==> src/rtl/mem_loader_if.sv <==
// mem_loader_if: control, byte-stream and memory-port signals of the
// sequential memory loader, bundled with master (driver) and slave (loader)
// views.
interface mem_loader_if #(
  parameter int ADDR_W = 10,
  parameter int DATA_W = 8
);
  logic              start;
  logic [ADDR_W-1:0] base_addr;
  logic [ADDR_W:0]   len;
  logic              in_valid;
  logic [DATA_W-1:0] in_data;
  logic              in_ready;
  logic              mem_we;
  logic [ADDR_W-1:0] mem_addr;
  logic [DATA_W-1:0] mem_wdata;
  logic [DATA_W-1:0] mem_rdata;
  logic              busy;
  logic              done;
  logic [DATA_W-1:0] checksum;
  logic              error;

  modport master (
    output start, base_addr, len, in_valid, in_data, mem_rdata,
    input  in_ready, mem_we, mem_addr, mem_wdata, busy, done, checksum, error
  );

  modport slave (
    input  start, base_addr, len, in_valid, in_data, mem_rdata,
    output in_ready, mem_we, mem_addr, mem_wdata, busy, done, checksum, error
  );
endinterface

==> src/rtl/mem_loader.sv <==
// mem_loader: writes a valid/ready byte stream to consecutive addresses of a
// 2^ADDR_W x DATA_W memory starting at a programmed base, keeping a running
// mod-2^DATA_W checksum. Optional read-back verify pass is enabled by the
// macro MEM_LOADER_VERIFY_EN; without it error stays 0 and mem_rdata is unused.
module mem_loader #(
  parameter int ADDR_W = 10,
  parameter int DATA_W = 8
) (
  input logic          clk,
  input logic          rst,
  mem_loader_if.slave  bus
);

  localparam logic [ADDR_W-1:0] ADDR_ONE = {{(ADDR_W-1){1'b0}}, 1'b1};
  localparam logic [ADDR_W:0]   CNT_ONE  = {{ADDR_W{1'b0}}, 1'b1};

  typedef enum logic [2:0] {
    IDLE   = 3'd0,
    WRITE  = 3'd1,
    DRAIN  = 3'd2,
    VERIFY = 3'd3,
    DONE   = 3'd4
  } state_t;

  state_t            state;
  state_t            next_state;
  logic [ADDR_W-1:0] ptr;
  logic [ADDR_W:0]   len_q;
  logic [ADDR_W:0]   wr_cnt;
  logic [ADDR_W:0]   wr_cnt_inc;
  logic              hs;

`ifdef MEM_LOADER_VERIFY_EN
  logic [ADDR_W-1:0] base_q;
  logic [ADDR_W-1:0] vptr;
  logic [ADDR_W:0]   vcnt;
  logic              addr_valid;  // mem_addr currently carries a read address
  logic              rd_pend;     // mem_rdata this cycle answers last cycle's read
  logic [DATA_W-1:0] vsum;
  logic [DATA_W-1:0] vsum_next;

  assign vsum_next = vsum + bus.mem_rdata;
`else
  logic rdata_unused;
  assign rdata_unused = ^bus.mem_rdata;
`endif

  assign bus.in_ready = (state == WRITE);
  assign hs           = bus.in_valid && (state == WRITE);
  assign wr_cnt_inc   = wr_cnt + CNT_ONE;

  // State register.
  always_ff @(posedge clk) begin
    if (rst) begin
      state <= IDLE;
    end else begin
      state <= next_state;
    end
  end

  // Next-state selection.
  always_comb begin
    next_state = state;
    case (state)
      IDLE: begin
        if (bus.start) begin
          if (bus.len == {(ADDR_W+1){1'b0}}) begin
            next_state = DONE;
          end else begin
            next_state = WRITE;
          end
        end else begin
          next_state = IDLE;
        end
      end
      WRITE: begin
        if (hs && (wr_cnt_inc == len_q)) begin
          next_state = DRAIN;
        end else begin
          next_state = WRITE;
        end
      end
      DRAIN: begin
`ifdef MEM_LOADER_VERIFY_EN
        next_state = VERIFY;
`else
        next_state = DONE;
`endif
      end
`ifdef MEM_LOADER_VERIFY_EN
      VERIFY: begin
        if (rd_pend && !addr_valid) begin
          next_state = DONE;
        end else begin
          next_state = VERIFY;
        end
      end
`endif
      DONE:    next_state = IDLE;
      default: next_state = IDLE;
    endcase
  end

  // Datapath and registered outputs: write port, checksum, status, verify.
  always_ff @(posedge clk) begin
    if (rst) begin
      bus.mem_we    <= 1'b0;
      bus.mem_addr  <= {ADDR_W{1'b0}};
      bus.mem_wdata <= {DATA_W{1'b0}};
      bus.busy      <= 1'b0;
      bus.done      <= 1'b0;
      bus.checksum  <= {DATA_W{1'b0}};
      bus.error     <= 1'b0;
      ptr           <= {ADDR_W{1'b0}};
      len_q         <= {(ADDR_W+1){1'b0}};
      wr_cnt        <= {(ADDR_W+1){1'b0}};
`ifdef MEM_LOADER_VERIFY_EN
      base_q        <= {ADDR_W{1'b0}};
      vptr          <= {ADDR_W{1'b0}};
      vcnt          <= {(ADDR_W+1){1'b0}};
      addr_valid    <= 1'b0;
      rd_pend       <= 1'b0;
      vsum          <= {DATA_W{1'b0}};
`endif
    end else begin
      bus.busy   <= (next_state == WRITE) || (next_state == DRAIN) ||
                    (next_state == VERIFY);
      bus.done   <= (next_state == DONE);
      bus.mem_we <= 1'b0;
      case (state)
        IDLE: begin
          if (bus.start) begin
            ptr          <= bus.base_addr;
            len_q        <= bus.len;
            wr_cnt       <= {(ADDR_W+1){1'b0}};
            bus.checksum <= {DATA_W{1'b0}};
            bus.error    <= 1'b0;
`ifdef MEM_LOADER_VERIFY_EN
            base_q       <= bus.base_addr;
`endif
          end
        end
        WRITE: begin
          if (hs) begin
            bus.mem_we    <= 1'b1;
            bus.mem_addr  <= ptr;
            bus.mem_wdata <= bus.in_data;
            ptr           <= ptr + ADDR_ONE;
            wr_cnt        <= wr_cnt_inc;
            bus.checksum  <= bus.checksum + bus.in_data;
          end
        end
`ifdef MEM_LOADER_VERIFY_EN
        DRAIN: begin
          bus.mem_addr <= base_q;
          vptr         <= base_q + ADDR_ONE;
          vcnt         <= CNT_ONE;
          addr_valid   <= 1'b1;
          rd_pend      <= 1'b0;
          vsum         <= {DATA_W{1'b0}};
        end
        VERIFY: begin
          rd_pend <= addr_valid;
          if (rd_pend) begin
            vsum <= vsum_next;
          end
          if (addr_valid) begin
            if (vcnt == len_q) begin
              addr_valid <= 1'b0;
            end else begin
              bus.mem_addr <= vptr;
              vptr         <= vptr + ADDR_ONE;
              vcnt         <= vcnt + CNT_ONE;
            end
          end
          if (rd_pend && !addr_valid) begin
            bus.error <= (vsum_next != bus.checksum);
          end
        end
`endif
        default: begin
        end
      endcase
    end
  end

endmodule

==> src/flat_wrapper.sv <==
// flat-port wrapper written by rule: the top's interface ports become plain ports
module mem_loader_flat 
#(
  parameter int ADDR_W = 10,
  parameter int DATA_W = 8
)
  (clk, rst, bus_start, bus_base_addr, bus_len, bus_in_valid, bus_in_data, bus_mem_rdata, bus_in_ready, bus_mem_we, bus_mem_addr, bus_mem_wdata, bus_busy, bus_done, bus_checksum, bus_error);
  mem_loader_if #(.ADDR_W(ADDR_W), .DATA_W(DATA_W)) bus_i ();
  input logic clk;
  input logic rst;
  input wire logic [$bits(bus_i.start)-1:0] bus_start;
  input wire logic [$bits(bus_i.base_addr)-1:0] bus_base_addr;
  input wire logic [$bits(bus_i.len)-1:0] bus_len;
  input wire logic [$bits(bus_i.in_valid)-1:0] bus_in_valid;
  input wire logic [$bits(bus_i.in_data)-1:0] bus_in_data;
  input wire logic [$bits(bus_i.mem_rdata)-1:0] bus_mem_rdata;
  output wire logic [$bits(bus_i.in_ready)-1:0] bus_in_ready;
  output wire logic [$bits(bus_i.mem_we)-1:0] bus_mem_we;
  output wire logic [$bits(bus_i.mem_addr)-1:0] bus_mem_addr;
  output wire logic [$bits(bus_i.mem_wdata)-1:0] bus_mem_wdata;
  output wire logic [$bits(bus_i.busy)-1:0] bus_busy;
  output wire logic [$bits(bus_i.done)-1:0] bus_done;
  output wire logic [$bits(bus_i.checksum)-1:0] bus_checksum;
  output wire logic [$bits(bus_i.error)-1:0] bus_error;
  assign bus_i.start = bus_start;
  assign bus_i.base_addr = bus_base_addr;
  assign bus_i.len = bus_len;
  assign bus_i.in_valid = bus_in_valid;
  assign bus_i.in_data = bus_in_data;
  assign bus_i.mem_rdata = bus_mem_rdata;
  assign bus_in_ready = bus_i.in_ready;
  assign bus_mem_we = bus_i.mem_we;
  assign bus_mem_addr = bus_i.mem_addr;
  assign bus_mem_wdata = bus_i.mem_wdata;
  assign bus_busy = bus_i.busy;
  assign bus_done = bus_i.done;
  assign bus_checksum = bus_i.checksum;
  assign bus_error = bus_i.error;
  mem_loader #(.ADDR_W(ADDR_W), .DATA_W(DATA_W)) u_core (.clk(clk), .rst(rst), .bus(bus_i));
endmodule
==> config.mk <==
export PLATFORM = sky130hd
export DESIGN_NAME = mem_loader_flat
export DESIGN_NICKNAME = d
export VERILOG_FILES = /design/src/rtl/mem_loader_if.sv /design/src/rtl/mem_loader.sv /design/src/flat_wrapper.sv
export SDC_FILE = /design/constraint.sdc
export NUM_CORES = 1
export LEC_CHECK = 0
export BUFFER_PORTS_ARGS = -buffer_cell sky130_fd_sc_hd__buf_2
export CORE_MARGIN = 5
export CORE_UTILIZATION = 50
export CTS_CLUSTER_SIZE = 16
export DETAILED_ROUTE_END_ITERATION = 6
export PLACE_DENSITY_LB_ADDON = 0.25
export RECOVER_POWER = 25
export SYNTH_ARGS = -nofsm -noshare
export SYNTH_HDL_FRONTEND = slang
export SYNTH_SLANG_ARGS = --single-unit
==> constraint.sdc <==
create_clock -name clk -period 2.3 [get_ports clk]
set_input_delay 0.23 -clock clk [delete_from_list [all_inputs] [get_ports clk]]
set_output_delay 0.23 -clock clk [all_outputs]
set_load 0.05 [all_outputs]
==> results.md, run 1 <==
- 1st-pass router iterations: 4
- Routed vias/inst: 5.691
- Clock root buffer master: clkbuf_8
- DRT Wirelength: 8.514 mm
- Setup Buffers After CTS: 0
- Leading cell type by number of instances after synthesis: nand2_1
- Die Area: 8267 µm²
- Row Count: 29
- Critical path class: flip-flop to flip-flop
- Drt wl/cell: 15.02 µm
- Max-slew violations: 0
- CTS tree: yes
- Avg Inst Size Synth: 7.704 µm²
- All-layer global routing usage: 20.99%
- Syn Inst Count: 425
- HPWL after DPL: 6.034 mm
- Dpl cell area: 3694 µm²
- Clock share of power: 41.2%
- Main flop type after synthesis: dfxtp_1
- TNS Setup: 0 ns
- Clk sink count: 64
- Ratio of cells with drive above 1 in the final layout: 17.35%
- Dpl cells: 551
- Number of enable flip-flop cells after synthesis: 0
- I/O Pins: 72
- Final setup vio count: 0
- Worst Max-Slew Pin Slew: 0.7523 ns
- Leakage: 1.485 nW
- Layout Cells excl Fill: 567
- Net switching power: 744.6 µW
- Vias in the first global route: 3077
- Port Buf Inserts: 62
- Synth unique cells: 59
- Final min period: 2.163 ns
- Global route total overflow: 0
- CTS Buffer Depth: 2
- F_max: 0.4623 GHz
- Status: completed
- # diodes: 0
- Hold_ws: 0.1277 ns
- Area grow syn2layout: 19.34%
- Initial antenna violation count: 0
- Layout Utilization: 61.54%
- NumNets Final: 536
- Yosys warns: 0
- Area contributors post-synth: dfxtp_1 39%, a21oi_1 10%, nand2_1 9.3%
- Max Cap Violations: 0
- Largest net degree at the start of global routing: 34
- Unrepaired setup endpoints after global routing: false
- Core area: 6350 µm²
- Crit path DAT: 2.46 ns
- Htree depth: 3
- Worst setup margin: 0.1369 ns
- Register area share after synthesis: 39.13%
- Critical path startpoint category: flip-flop
- Sw Ratio: 27.15%
- DRT antenna net count: 0
- Die Y: 90.93 µm
- Tcrit/Tclk final: 94.05%
- Worst VDD drop: 0.3829 mV
- DRT iter0 DRCs: 134
- Clk_lat worst skew: 0.35 ns
- Synthesized cell area: 3274 µm²
- TritonCTS Buffers: 9
- Setup Skew: 0.01104 ns
- Post-place setup slack: -0.05667 ns
- Tot Pwr: 2.743 mW
- DRC Markers: 0
- Die Span X: 90.93 µm
- Worst-path clk slew: 0.07 ns
- First-pass GRT wire length: 14.20 mm
- Initial core utilization: 51.57%
- Final GP Congestion: 0.8061
- PD cells: 701.9 nW/µm²
- Syn nets: 476
- Yosys reg bits: 64
- Endpoint type of the worst setup path: flip-flop
- Biggest area consumer among synthesized cells: dfxtp_1
- Sequential fraction of design power: 43.8%
- Vias: 3227
- Final Hold Fails: 0
- Ys async rst share: 0%
- Comb pwr share: 15.0%
- Synth top area share: 39.13%
- Pint: 1.998 mW
- Most frequent cells after synthesis: 81 x nand2_1, 67 x a21oi_1, 64 x dfxtp_1
- Critical Path Fanout Max: 4
- WP data required: 2.59 ns
- Finished Cell Area: 3908 µm²
- Hold crit path type: input pin to flip-flop
- Slew headroom: 49.66%
## per-layer routing
metal | wire length [µm] | global-route usage [%] | part of all wire [%]
met3 | 488 | 4.333 | 5.7
met1 | 3667 | 25.01 | 43
met2 | 4211 | 36.60 | 49
met5 | 0 | 0 | 0
met4 | 146 | 8.435 | 1.7
## registers in the layout, indices dropped and copies added (netlist names)
| signal | flops |
|---|---|
| u_core.bus.done | 1 |
| u_core.len_q | 11 |
| u_core.bus.busy | 1 |
| u_core.ptr | 10 |
| u_core.bus.mem_wdata | 8 |
| u_core.wr_cnt | 11 |
| u_core.bus.mem_addr | 10 |
| u_core.bus.mem_we | 1 |
| u_core.state | 3 |
| u_core.bus.checksum | 8 |
## area by class of cell
type                       instances  area, µm²
clock buffer                      14      172.7
timing repair buffer              79      409.1
inverter                           7      26.28
multi-input combinational        324       1857
tap                               77      96.34
fill                             607       2442
sequential                        64       1286
clock inverter                     2      60.06
## kinds of logic after synthesis
group | Yosys count | synth area share [%]
flip-flops | 64 | 39.13
AND/OR/NAND/NOR | 178 | 25.91
XOR/XNOR | 15 | 4.012
buffers and inverters | 37 | 5.120
other | 1 | 0.1145
adder cells (fa/ha/maj) | 10 | 4.051
AO/OA/AOI/OAI | 120 | 21.67
## worst max-delay path: stages (launching register included)
cell and delay (ns):
dfxtp_2 0.34, ha_1 0.30, a21oi_2 0.16, o21ai_1 0.11, a2111oi_2 0.44, nor4_1 0.14
or4b_1 0.53, nand3_1 0.08
## repair_timing
item | 4_1_cts | 5_1_grt
resized for setup | 1 | 3
pin swaps | 0 | 1
hold buffers | 0 | 0
endpoints found under the setup margin | 1 | 1
## final timing paths
kind,start,to,slack [ns],cells after the start
max,u_core.bus.checksum[1],u_core.bus.checksum[7],0.14,7
min,bus_len[10],u_core.len_q[10],0.13,3
max reg2reg,u_core.bus.checksum[1],u_core.bus.checksum[7],0.14,7
min reg2reg,u_core.bus.mem_wdata[1],u_core.bus.mem_wdata[1],0.46,2
## power groups by stage
stage	clock network (mW)	registers, mW	logic, mW
5_1_grt	1.21	1.21	0.454
3_3_place_gp	0	1.22	0.401
6_report	1.13	1.20	0.411
2_1_floorplan	0	1.28	0.231
3_5_place_dp	0	1.23	0.410
4_1_cts	1.14	1.20	0.413
## cells in the final DEF (no fill, tap or decap), drive strengths merged, types with 7 or more instances in the layout
master,instances
ha,9
a21oi,67
nand2,82
inv,7
buf,56
nor3,7
o21ai,19
nand3,20
dfxtp,64
clkbuf,37
xnor2,9
nor4,9
nor2,32
No activity file was read; power rests on OpenSTA's default activity.
==> run 2, diff against run 1 <==
--- a/config.mk
+++ b/config.mk
@@ -7,10 +7,10 @@
 export LEC_CHECK = 0
 export BUFFER_PORTS_ARGS = -buffer_cell sky130_fd_sc_hd__buf_2
 export CORE_MARGIN = 5
-export CORE_UTILIZATION = 50
+export CORE_UTILIZATION = 25
 export CTS_CLUSTER_SIZE = 16
 export DETAILED_ROUTE_END_ITERATION = 6
-export PLACE_DENSITY_LB_ADDON = 0.25
+export PLACE_DENSITY = 0.53
 export RECOVER_POWER = 25
 export SYNTH_ARGS = -nofsm -noshare
 export SYNTH_HDL_FRONTEND = slang
==> results.md, run 2 (synthesis results as in run 1) <==
- Die Y: 124.4 µm (was 90.93 µm)
- Global route total overflow: 0 (unchanged)
- Slowest cell on the critical path: or4b_1 (unchanged)
- Clock root buffer master: clkbuf_16 (was clkbuf_8)
- Die Span X: 124.4 µm (was 90.93 µm)
- Critical Path Fanout Max: 4 (unchanged)
- DRT antenna net count: 0 (unchanged)
- 1st-pass router iterations: 4 (unchanged)
- Critical path startpoint category: flip-flop (unchanged)
- Ratio of cells with drive above 1 in the final layout: 17.25% (was 17.35%)
- I/O Pins: 72 (unchanged)
- Status: completed (unchanged)
- TritonCTS Buffers: 9 (unchanged)
- Max Cap Violations: 0 (unchanged)
- Sequential fraction of design power: 40.5% (was 43.8%)
- Leakage: 1.496 nW (was 1.485 nW)
- NumNets Final: 533 (was 536)
- F_max: 0.4662 GHz (was 0.4623 GHz)
- Worst VDD drop: 0.2863 mV (was 0.3829 mV)
- Worst-path clk slew: 0.06 ns (was 0.07 ns)
- DRC Markers: 0 (unchanged)
- Setup Skew: 0.008479 ns (was 0.01104 ns)
- Drt wl/cell: 14.05 µm (was 15.02 µm)
- Clk_lat worst skew: 0.33 ns (was 0.35 ns)
- Most common cell after layout, fill and taps aside: nand2_1 (unchanged)
- Biggest regs: u_core.len_q: 11 flops, u_core.wr_cnt: 11 flops (unchanged)
- Clk sink count: 64 (unchanged)
- DRT iter0 DRCs: 307 (was 134)
- Endpoint type of the worst setup path: flip-flop (unchanged)
- Commonest non-fill, non-tap cells in the layout: 81 x nand2_1, 67 x a21oi_1, 60 x dfxtp_1, 39 x buf_2, 32 x nor2_1 (was 81 x nand2_1, 66 x a21oi_1, 60 x dfxtp_1, 39 x buf_2, 32 x nor2_1)
- Tcrit/Tclk final: 93.26% (was 94.05%)
- Hold_ws: 0.1494 ns (was 0.1277 ns)
- Largest net degree at the start of global routing: 41 (was 34)
- HPWL after DPL: 6.583 mm (was 6.034 mm)
- First-pass GRT wire length: 15.61 mm (was 14.20 mm)
- WP data required: 2.56 ns (was 2.59 ns)
- Routed vias/inst: 4.897 (was 5.691)
- Vias: 3227 (unchanged)
- Worst setup margin: 0.1551 ns (was 0.1369 ns)
- Core area: 12720 µm² (was 6350 µm²)
- CTS Buffer Depth: 2 (unchanged)
- Htree depth: 3 (unchanged)
- Clock share of power: 45.8% (was 41.2%)
- Final Hold Fails: 0 (unchanged)
- Row Count: 41 (was 29)
- Initial core utilization: 25.74% (was 51.57%)
- Critical path class: flip-flop to flip-flop (unchanged)
- Post-place setup slack: -0.04149 ns (was -0.05667 ns)
- PD cells: 728.6 nW/µm² (was 701.9 nW/µm²)
- Comb pwr share: 13.7% (was 15.0%)
- Slew headroom: 15.45% (was 49.66%)
- Port Buf Inserts: 62 (unchanged)
- Max-slew violations: 0 (unchanged)
- Sw Ratio: 27.30% (was 27.15%)
- CTS tree: yes (unchanged)
- Hold_buf cts: 0 (unchanged)
- Die Area: 15490 µm² (was 8267 µm²)
- # diodes: 0 (unchanged)
- Hold crit path type: input pin to flip-flop (unchanged)
- Net switching power: 810.4 µW (was 744.6 µW)
- Layout fillers: 1407 (was 607)
- Final min period: 2.145 ns (was 2.163 ns)
- Setup Buffers After CTS: 0 (unchanged)
- Crit path DAT: 2.41 ns (was 2.46 ns)
- DRT Wirelength: 9.257 mm (was 8.514 mm)
- Crit-path max cell delay: 0.51 ns (was 0.53 ns)
- Area grow syn2layout: 24.42% (was 19.34%)
- Worst Max-Slew Pin Slew: 1.264 ns (was 0.7523 ns)
- Initial antenna violation count: 0 (unchanged)
- Final GP Congestion: 0.7721 (was 0.8061)
- Final setup vio count: 0 (unchanged)
- All-layer global routing usage: 11.99% (was 20.99%)
- Vias in the first global route: 3187 (was 3077)
- Worst path cell trace: ha_1 > a21oi_1 > o21ai_0 > a2111oi_2 > nor4_1 > or4b_1 > nand3_1 (was ha_1 > a21oi_2 > o21ai_1 > a2111oi_2 > nor4_1 > or4b_1 > nand3_1)
- Pint: 2.158 mW (was 1.998 mW)
[run 2: cell types whose count changed in the layout (fill, tap and decap cells not counted), sizes merged]
cell      previous run  this run
buf                 56        53
clkinv               0         3
clkinvlp             0         1
clkbuf              37        34
bufinv               2         1
[run 2: stage by stage]
stage | total power, mW | instances | utilization, % | instance area, µm² | setup TNS (ns)
final | 2.968 | 659 | 32.02 | 4074 | 0
after CTS | 3.018 | 659 | 32.15 | 4090 | 0
after global routing | 3.107 | 659 | 32.02 | 4074 | -0.01007
after floorplan | 1.507 | 425 | - | 3279 | 0
after detailed placement | 1.636 | 643 | 29.79 | 3790 | -0.04149
after global placement | 1.627 | 643 | 29.79 | 3790 | 0
[run 2: final timing paths]
kind,endpoint,cells after the start,slack (ns),start
worst max-delay path,u_core.bus.checksum[7],7,0.16,u_core.bus.checksum[1]
worst min-delay path,u_core.len_q[6],3,0.15,bus_len[6]
worst max register to register,u_core.bus.checksum[7],7,0.16,u_core.bus.checksum[1]
worst min register to register,u_core.bus.mem_wdata[4],2,0.45,u_core.bus.mem_wdata[4]
[run 2: power groups by stage]
stage	logic [mW]	clock network, mW	registers [mW]
final	0.406	1.36	1.20
after global routing	0.451	1.45	1.21
after CTS	0.412	1.40	1.20
after detailed placement	0.410	0	1.23
after global placement	0.403	0	1.22
after floorplan	0.231	0	1.28
[run 2: area by class of cell]
| cell class | count | area (µm²) | area share (%) |
|---|---|---|---|
| inverters | 7 | 26.28 | 0.6450 |
| repair buffers | 76 | 386.6 | 9.490 |
| flip-flops and latches | 64 | 1286 | 31.57 |
| clock buffers | 11 | 242.7 | 5.958 |
| multi-input cells | 324 | 1861 | 45.67 |
| clock inverters | 5 | 56.30 | 1.382 |
| well taps | 172 | 215.2 | 5.283 |
[run 2: critical path: cells and delay by family, from the launching register on]
family	cells	cell delay, ns
fa+ha+maj	1	0.28
compound gates	3	0.75
flops	1	0.34
simple gates	3	0.71
[run 2: layer usage]
metal,GRT usage (%),up-vias,wire [µm]
li1,-,1622,-
met1,15.21,1517,4372
met2,19.88,79,4331
met3,3.259,9,458
met4,3.546,0,95
met5,0,-,0
[run 2: what timing repair did]
item / in CTS / in global routing
gates resized for setup: 1 / 3
gates cloned: 0 / 0
endpoints found under the setup margin: 1 / 2
